`src/rtl/alu_arbiter_if.sv`:
```
// Handshake and ALU bus bundle for alu_arbiter. The master modport is the arbiter side.
// ALU_ERR_DETECT_EN adds the rsp_err response bit.
`timescale 1ns/1ps

interface alu_arbiter_if #(
  parameter int DATA_W = 8
);
  logic              req0_valid;
  logic              req0_ready;
  logic [7:0]        req0_opcode;
  logic [DATA_W-1:0] req0_a;
  logic [DATA_W-1:0] req0_b;

  logic              req1_valid;
  logic              req1_ready;
  logic [7:0]        req1_opcode;
  logic [DATA_W-1:0] req1_a;
  logic [DATA_W-1:0] req1_b;

  logic [7:0]        alu_opcode;
  logic [DATA_W-1:0] alu_in1;
  logic [DATA_W-1:0] alu_in2;
  logic [DATA_W-1:0] alu_result;

  logic              rsp_valid;
  logic              rsp_ready;
  logic              rsp_id;
  logic [DATA_W-1:0] rsp_data;
`ifdef ALU_ERR_DETECT_EN
  logic              rsp_err;
`endif

  modport master (
`ifdef ALU_ERR_DETECT_EN
    output rsp_err,
`endif
    input  req0_valid, req0_opcode, req0_a, req0_b,
    output req0_ready,
    input  req1_valid, req1_opcode, req1_a, req1_b,
    output req1_ready,
    output alu_opcode, alu_in1, alu_in2,
    input  alu_result,
    output rsp_valid, rsp_id, rsp_data,
    input  rsp_ready
  );

  modport slave (
`ifdef ALU_ERR_DETECT_EN
    input  rsp_err,
`endif
    output req0_valid, req0_opcode, req0_a, req0_b,
    input  req0_ready,
    output req1_valid, req1_opcode, req1_a, req1_b,
    input  req1_ready,
    input  alu_opcode, alu_in1, alu_in2,
    output alu_result,
    input  rsp_valid, rsp_id, rsp_data,
    output rsp_ready
  );
endinterface

```
`src/rtl/alu_arbiter.sv`:
```
// Two-requester arbiter in front of a shared combinational ALU: grant, execute, respond.
// Optional macro ALU_ERR_DETECT_EN adds rsp_err flagging undefined opcodes and divide by zero.
`timescale 1ns/1ps

module alu_arbiter #(
  parameter int DATA_W  = 8,
  parameter int FAIR_RR = 1
) (
  input  logic          clk,
  input  logic          rst,
  alu_arbiter_if.master bus
);

  typedef enum logic [1:0] {IDLE, EXEC, RESP} state_t;

  // Bit 5 set tri-states the ALU output so the result bus is free while idle.
  localparam logic [7:0] PARK_OP = 8'h20;

  state_t            state;
  logic              last_grant;
  logic [7:0]        alu_opcode_q;
  logic [DATA_W-1:0] alu_in1_q;
  logic [DATA_W-1:0] alu_in2_q;
  logic              rsp_valid_q;
  logic              rsp_id_q;
  logic [DATA_W-1:0] rsp_data_q;

  logic              sel1;
  logic              accept;
  logic [7:0]        sel_opcode;
  logic [DATA_W-1:0] sel_a;
  logic [DATA_W-1:0] sel_b;

  always_comb begin
    // NOTE: every output gets a default first so no path can infer a latch.
    sel1       = bus.req1_valid;
    sel_opcode = bus.req0_opcode;
    sel_a      = bus.req0_a;
    sel_b      = bus.req0_b;
    if (bus.req0_valid && bus.req1_valid) begin
      sel1 = (FAIR_RR != 0) ? ~last_grant : 1'b0;
    end
    if (sel1) begin
      sel_opcode = bus.req1_opcode;
      sel_a      = bus.req1_a;
      sel_b      = bus.req1_b;
    end
  end

  // Ready is only offered in IDLE, and never while reset is held.
  assign bus.req0_ready = !rst && (state == IDLE) && bus.req0_valid && !sel1;
  assign bus.req1_ready = !rst && (state == IDLE) && bus.req1_valid &&  sel1;
  assign accept         = bus.req0_ready || bus.req1_ready;

`ifdef ALU_ERR_DETECT_EN
  logic rsp_err_q;

  function automatic logic op_err(input logic [7:0] op, input logic [DATA_W-1:0] b);
    logic undefined_op;
    logic div_zero;
    undefined_op = (op[3:0] >= 4'hB);
    div_zero     = ((op[3:0] == 4'h9) || (op[3:0] == 4'hA)) && (b == '0);
    return undefined_op || div_zero;
  endfunction
`endif

  always_ff @(posedge clk) begin
    // NOTE: sequential state uses non-blocking assignments so every register samples pre-edge values.
    if (rst) begin
      state        <= IDLE;
      last_grant   <= 1'b1;
      alu_opcode_q <= PARK_OP;
      alu_in1_q    <= '0;
      alu_in2_q    <= '0;
      rsp_valid_q  <= 1'b0;
      rsp_id_q     <= 1'b0;
      rsp_data_q   <= '0;
`ifdef ALU_ERR_DETECT_EN
      rsp_err_q    <= 1'b0;
`endif
    end else begin
      case (state)
        IDLE: begin
          if (accept) begin
            alu_opcode_q <= {sel_opcode[7:6], 1'b0, sel_opcode[4:0]};
            alu_in1_q    <= sel_a;
            alu_in2_q    <= sel_b;
            rsp_id_q     <= sel1;
            last_grant   <= sel1;
            state        <= EXEC;
          end
        end
        EXEC: begin
          rsp_data_q   <= bus.alu_result;
          rsp_valid_q  <= 1'b1;
          alu_opcode_q <= PARK_OP;
`ifdef ALU_ERR_DETECT_EN
          rsp_err_q    <= op_err(alu_opcode_q, alu_in2_q);
`endif
          state        <= RESP;
        end
        RESP: begin
          // Holding here until the consumer takes the response means it is never overwritten.
          if (bus.rsp_ready) begin
            rsp_valid_q <= 1'b0;
            state       <= IDLE;
          end
        end
        default: state <= IDLE;
      endcase
    end
  end

  assign bus.alu_opcode = alu_opcode_q;
  assign bus.alu_in1    = alu_in1_q;
  assign bus.alu_in2    = alu_in2_q;
  assign bus.rsp_valid  = rsp_valid_q;
  assign bus.rsp_id     = rsp_id_q;
  assign bus.rsp_data   = rsp_data_q;
`ifdef ALU_ERR_DETECT_EN
  assign bus.rsp_err    = rsp_err_q;
`endif

endmodule

```
`src/flat_wrapper.sv`:
```
// flat-port wrapper written by rule: the top's interface ports become plain ports
module alu_arbiter_flat 
#(
  parameter int DATA_W  = 8,
  parameter int FAIR_RR = 1
)
  (clk, rst, bus_req0_valid, bus_req0_opcode, bus_req0_a, bus_req0_b, bus_req0_ready, bus_req1_valid, bus_req1_opcode, bus_req1_a, bus_req1_b, bus_req1_ready, bus_alu_opcode, bus_alu_in1, bus_alu_in2, bus_alu_result, bus_rsp_valid, bus_rsp_id, bus_rsp_data, bus_rsp_ready);
  alu_arbiter_if #(.DATA_W(DATA_W)) bus_i ();
  input  logic clk;
  input  logic rst;
  input wire logic [$bits(bus_i.req0_valid)-1:0] bus_req0_valid;
  input wire logic [$bits(bus_i.req0_opcode)-1:0] bus_req0_opcode;
  input wire logic [$bits(bus_i.req0_a)-1:0] bus_req0_a;
  input wire logic [$bits(bus_i.req0_b)-1:0] bus_req0_b;
  output wire logic [$bits(bus_i.req0_ready)-1:0] bus_req0_ready;
  input wire logic [$bits(bus_i.req1_valid)-1:0] bus_req1_valid;
  input wire logic [$bits(bus_i.req1_opcode)-1:0] bus_req1_opcode;
  input wire logic [$bits(bus_i.req1_a)-1:0] bus_req1_a;
  input wire logic [$bits(bus_i.req1_b)-1:0] bus_req1_b;
  output wire logic [$bits(bus_i.req1_ready)-1:0] bus_req1_ready;
  output wire logic [$bits(bus_i.alu_opcode)-1:0] bus_alu_opcode;
  output wire logic [$bits(bus_i.alu_in1)-1:0] bus_alu_in1;
  output wire logic [$bits(bus_i.alu_in2)-1:0] bus_alu_in2;
  input wire logic [$bits(bus_i.alu_result)-1:0] bus_alu_result;
  output wire logic [$bits(bus_i.rsp_valid)-1:0] bus_rsp_valid;
  output wire logic [$bits(bus_i.rsp_id)-1:0] bus_rsp_id;
  output wire logic [$bits(bus_i.rsp_data)-1:0] bus_rsp_data;
  input wire logic [$bits(bus_i.rsp_ready)-1:0] bus_rsp_ready;
  assign bus_i.req0_valid = bus_req0_valid;
  assign bus_i.req0_opcode = bus_req0_opcode;
  assign bus_i.req0_a = bus_req0_a;
  assign bus_i.req0_b = bus_req0_b;
  assign bus_req0_ready = bus_i.req0_ready;
  assign bus_i.req1_valid = bus_req1_valid;
  assign bus_i.req1_opcode = bus_req1_opcode;
  assign bus_i.req1_a = bus_req1_a;
  assign bus_i.req1_b = bus_req1_b;
  assign bus_req1_ready = bus_i.req1_ready;
  assign bus_alu_opcode = bus_i.alu_opcode;
  assign bus_alu_in1 = bus_i.alu_in1;
  assign bus_alu_in2 = bus_i.alu_in2;
  assign bus_i.alu_result = bus_alu_result;
  assign bus_rsp_valid = bus_i.rsp_valid;
  assign bus_rsp_id = bus_i.rsp_id;
  assign bus_rsp_data = bus_i.rsp_data;
  assign bus_i.rsp_ready = bus_rsp_ready;
  alu_arbiter #(.DATA_W(DATA_W), .FAIR_RR(FAIR_RR)) u_core (.clk(clk), .rst(rst), .bus(bus_i));
endmodule
```
`config.mk`:
```
export PLATFORM = sky130hd
export DESIGN_NAME = alu_arbiter_flat
export DESIGN_NICKNAME = d
export VERILOG_FILES = /design/src/rtl/alu_arbiter_if.sv /design/src/rtl/alu_arbiter.sv /design/src/flat_wrapper.sv
export SDC_FILE = /design/constraint.sdc
export NUM_CORES = 1
export LEC_CHECK = 0
export BUFFER_PORTS_ARGS = -buffer_cell sky130_fd_sc_hd__buf_2
export CAP_MARGIN = 40
export CORE_UTILIZATION = 43
export CTS_CLUSTER_SIZE = 8
export DETAILED_ROUTE_END_ITERATION = 7
export PLACE_DENSITY = 0.79
export SLEW_MARGIN = 10
export SYNTH_ARGS = -nofsm -noshare
export SYNTH_HDL_FRONTEND = slang
export SYNTH_SLANG_ARGS = --single-unit
```
`constraint.sdc`:
```
create_clock -name clk -period 1.4 [get_ports clk]
set_input_delay 0.07 -clock clk [delete_from_list [all_inputs] [get_ports clk]]
set_output_delay 0.07 -clock clk [all_outputs]
set_load 0.02 [all_outputs]
```
Word level (Yosys, flattened, before mapping)
Index checks and enable logic that the tools add are counted.
{ "totals": {"latchBits": 0, "mem_bits_ro": 0, "ramBits": 0, "regBits": 37, "memories": 0} }
{ "classes": {"n_lt_le_gt_ge": 0, "n_eq_ne": 4, "shifts": 0, "n_reduce_logical": 16, "mul": 0, "muxes": 11, "div_mod_pow": 0, "n_addsub": 0, "bitwise_logic": 1} }
{ "op_table": {"columns": ["op", "n"], "rows": [
  ["$mux W8", 4],
  ["$pmux W8 S2", 1],
  ["$reduce_and A2 Y1", 4],
  ["$logic_and A1 B1 Y1", 6],
  ["$pmux W2 S3", 1],
  ["$mux W2", 2],
  ["$reduce_bool A2 Y1", 2],
  ["$eq A2 B1 Y1 const B", 1],
  ["$eq A2 B2 Y1 const B", 1],
  ["$logic_not A1 Y1", 2],
  ["$logic_not A2 Y1", 1],
  ["$mux W1", 2],
  ["$ne A2 B1 Y1 const B", 1],
  ["$ne A2 B2 Y1 const B", 1],
  ["$pmux W1 S2", 1],
  ["$logic_or A1 B1 Y1", 1],
  ["$not A1 Y1", 1]
]} }

Longest topological paths before layout
{ "logic_depth": {"ltp_word": 7, "mapped_depth": 5, "depth_no_buf": 4} }

Least setup slack after synthesis
Ideal clock, no wire load.
{ "synth_path": {"kind": "register to output", "start": "register u_core.state[1]", "end": "output port bus_req0_ready", "path_stages_with_launch": 5, "arrival_time_ps": 1160, "slack_ps": 170, "required_ps": 1330, "n_path_buf": 1, "cell_sequence": "dfxtp_1 nor3_4 buf_2 nand2_1 nor2_1"} }
{ "synth_via": {"elab_chain_len": 4} }
{ "synth_lines": {"columns": ["element", "line", "text"], "rows": [
  ["start: declaration", "alu_arbiter.sv:19", "state_t state;"],
  ["start signal: assignment", "alu_arbiter.sv:70", "state <= IDLE;"],
  ["start signal: assignment", "alu_arbiter.sv:90", "state <= EXEC;"],
  ["start signal: assignment", "alu_arbiter.sv:100", "state <= RESP;"],
  ["$logic_not A2 Y1", "alu_arbiter.sv:51", "assign bus.req0_ready = !rst && (state == IDLE) && bus.req0_valid && !sel1;"],
  ["$logic_and A1 B1 Y1 (3 in a row)", "alu_arbiter.sv:51", null],
  ["end: declaration", "flat_wrapper.sv:15", "output wire logic [$bits(bus_i.req0_ready)-1:0] bus_req0_ready;"]
]} }
No other way between the ends.

Final worst setup path
{ "layout_path": {"start": "register u_core.last_grant", "end": "output port bus_req1_ready"} }
{ "layout_via": {"elab_chain_len": 3} }
{ "layout_lines": {"columns": ["element", "line", "text"], "rows": [
  ["start: declaration", "alu_arbiter.sv:20", "logic last_grant;"],
  ["start signal: assignment", "alu_arbiter.sv:89", "last_grant <= sel1;"],
  ["$not A1 Y1", "alu_arbiter.sv:41", "sel1 = (FAIR_RR != 0) ? ~last_grant : 1'b0;"],
  ["$mux W1", "alu_arbiter.sv:40", "if (bus.req0_valid && bus.req1_valid) begin"],
  ["$logic_and A1 B1 Y1", "alu_arbiter.sv:52", "assign bus.req1_ready = !rst && (state == IDLE) && bus.req1_valid && sel1;"],
  ["end: declaration", "flat_wrapper.sv:20", "output wire logic [$bits(bus_i.req1_ready)-1:0] bus_req1_ready;"]
]} }
No other way between the ends.

==> impl_metrics.ini <==
[synthesis]
synthSimpleGateAreaFrac_pct = 9.90
synth_cells = 167
synth_top_family_by_area = compound AO/OA/AOI/OAI gates
yosys.area_share.xor_xnor_pct = 0
ys_ff_latch = 37
synthesis.area_um2 = 1690
synth-compound-area-share_pct = 25.9
synthMuxAreaShare_pct = 13.6
synth_adder_area_share_pct = 0
synth_seq_area_share_pct = 43.8
synth_top_area_share_pct = 43.8
synth_cell_types = 31
yosysTopAreaCell = dfxtp_1
synth_area_leaders = dfxtp_1 44%, mux2i_1 14%, a211oi_2 10%
syn_avg_cell_area_um2 = 10.1
syn_nets = 228
ys_warn_count = 0

[timing]
fin_hold_ws_ns = 0.0228
period_minus_slack_ns = 1.35
clock_skew_ns = 0.00729
setup_viol = 0
slew_violations = 0
maxSlewHeadroom_pct = 83.9
tightest_slew_ns = 0.234
timing.fmax_mhz = 740
finalHoldViolCount = 0
finalCritPeriodShare_pct = 96.5

[worst_setup_path]
r2r_start = u_core.last_grant$_SDFFE_PP1P_
crit_slowest_cell = dfxtp_1
crit_fanout = 9
required_ns = 1.33
critPathMaxStageDelay_ns = 0.35
crit_type = flop to primary output
reg2reg_to = u_core.bus.alu_in2[5]$_SDFFE_PP0P_
rr_worst_depth = 4
cp_num_buf_inv = 2
worstSetupEndpointType = primary output
setup.worst_path.start = u_core.last_grant$_SDFFE_PP1P_
start_kind = flop
cp_top_family = flip-flops
critPathArrivalTime_ns = 1.28
rrSetupSlack_ns = 0.05
crit_path_cell_trace = a21boi_4 -> buf_12 -> and2_1 -> buf_2

[floorplanning]
start_util_pct = 45.6
die_w_um = 64.7
rows = 22
die-area_um2 = 4190
coreArea_um2 = 3720
die_y_um = 64.7
io_pins = 97

[global_routing]
grt_max_degree = 21
track_usage_pct = 20.2
grt.overflow.total = 0
grt_pass1_vias = 1435
grt_pass1_wl_um = 6400
antenna_found_initial = 0

[status]
status = finished, final reports clean

[routing]
drt-pass1-iter-count = 4
drt_wl_total_um = 4400
via_per_inst = 5.10
vias = 1656
wl_per_cell_um = 13.5
final_antenna_net_count = 0
drc_errors = 0
drt-initial-drc-count = 115

[pwr]
ir_drop_uv = 646
p_leak_nw = 1.15
powerDensity_nw_per_um2 = 1090

[worst_hold_path]
hold_class = input port to flop
min_to = u_core.bus.rsp_data[1]$_SDFFE_PP0P_
hold_start = bus_alu_result[1]
whs_path_depth = 3

[clock_tree]
cts_tree = done
cts_sinks = 37
path_clk_slew_ns = 0.07
insertion_delay_ns = 0.28
cts_buffers = 5
root_buffer = clkbuf_8
cts_buffer_depth = 2
h-tree-depth = 2

[run]
cap_violations = 0

[cells_and_area]
diodes = 0
seq_area_um2 = 746
mostFrequentLayoutCell = buf_2
final_cell_mix = 93 x buf_2, 35 x dfxtp_1, 30 x a21oi_1
drive_gt1_share_pct = 51.6
fin_area_um2 = 2470
nFillCells = 304
nets = 337
area_growth_pct = 45.7
multi_input_area_um2 = 852

[placement]
place_congestion = 0.751
io_buffers = 94
placed_area_um2 = 2200
place.detailed.hpwl_um = 2780
[through the flow]
stage	utilization, %	worst slack [ns]	total power, mW	instances	TNS (ns)
after floorplan	-	0.170	1.68	167	0
after global placement	59.3	0.150	1.89	304	0
after detailed placement	59.3	0.123	1.90	304	0
after CTS	63.6	0.00329	2.65	315	0
after global routing	66.4	-0.00540	2.82	325	-0.00557
final	66.4	0.0491	2.68	325	0
[what timing repair did]
action	in CTS	in global routing
gates cloned	2	0
setup endpoints to repair	2	10
buffers inserted	1	10
pin swaps	1	2
resized for setup	3	5
hold buffers	0	0
[cells in the mapped netlist (all sizes together)]
cell / number
mux2i: 23
or2: 1
nand3b: 1
and2: 1
nand2: 18
a22oi: 1
a211oi: 20
dfxtp: 37
a21boi: 1
nor2b: 2
o2bb2ai: 3
o21ai: 1
nand2b: 2
nor2: 4
or3: 2
a21o: 1
or3b: 1
clkbuf: 2
inv: 2
a21oi: 30
buf: 12
nor3: 1
a221o: 1
[worst max-delay path by stage]
stage                                          to  cells past startpoint
2_1_floorplan                      bus_req0_ready                      4
3_3_place_gp                       bus_req0_ready                      5
3_5_place_dp   u_core.bus.alu_in1[7]$_SDFFE_PP0P_                      4
4_1_cts                            bus_req0_ready                      5
5_1_grt        u_core.bus.alu_in2[5]$_SDFFE_PP0P_                      4
6_report                           bus_req1_ready                      4
[state kept, by name (all words and copies together) (netlist names)]
| signal | cells |
|---|---|
| u_core.bus.alu_opcode | 8 |
| u_core.last_grant | 1 |
| u_core.bus.alu_in1 | 8 |
| u_core.bus.alu_in2 | 8 |
| u_core.state | 2 |
| u_core.bus.rsp_valid | 1 |
| u_core.bus.rsp_id | 1 |
| u_core.bus.rsp_data | 8 |
[where the power goes]
group / leakage, nW / switching (mW) / internal, mW
registers: 0.306 / 0.0535 / 1.15
logic: 0.806 / 0.414 / 0.369
clock network: 0.0395 / 0.343 / 0.353
total: 1.15 / 0.811 / 1.87
[metal layers]
metal | global-route usage (%) | wire (um) | up-vias
met5 | 0 | 0 | -
met3 | 6.69 | 341 | 6
met4 | 6.39 | 47 | 0
met2 | 34.8 | 2160 | 72
met1 | 23.3 | 1850 | 755
li1 | - | - | 823
[cell families (layout without fill, tap and decap cells)]
family / after synthesis / in the layout
AO/OA/AOI/OAI: 58 / 58
buffers and inverters: 16 / 126
flip-flops: 37 / 37
multiplexers: 23 / 23
AND/OR/NAND/NOR: 33 / 33
[final cells by class]
type                            instances  share of cell area [%]
Timing Repair Buffer                  116                    29.2
Sequential cell                        37                    30.2
Multi-Input combinational cell        114                    34.6
Tap cell                               48                    2.44
Inverter                                2                   0.304
Clock buffer                            8                    3.25
[worst register-to-register path: cells and delay by family (launching register included)]
family                 cells  cell delay, ns
flip-flops                 1            0.35
buffers and inverters      1            0.33
AO/OA/AOI/OAI              2            0.32
multiplexers               1            0.23
Note: power is estimated with default switching activity, not from simulation.
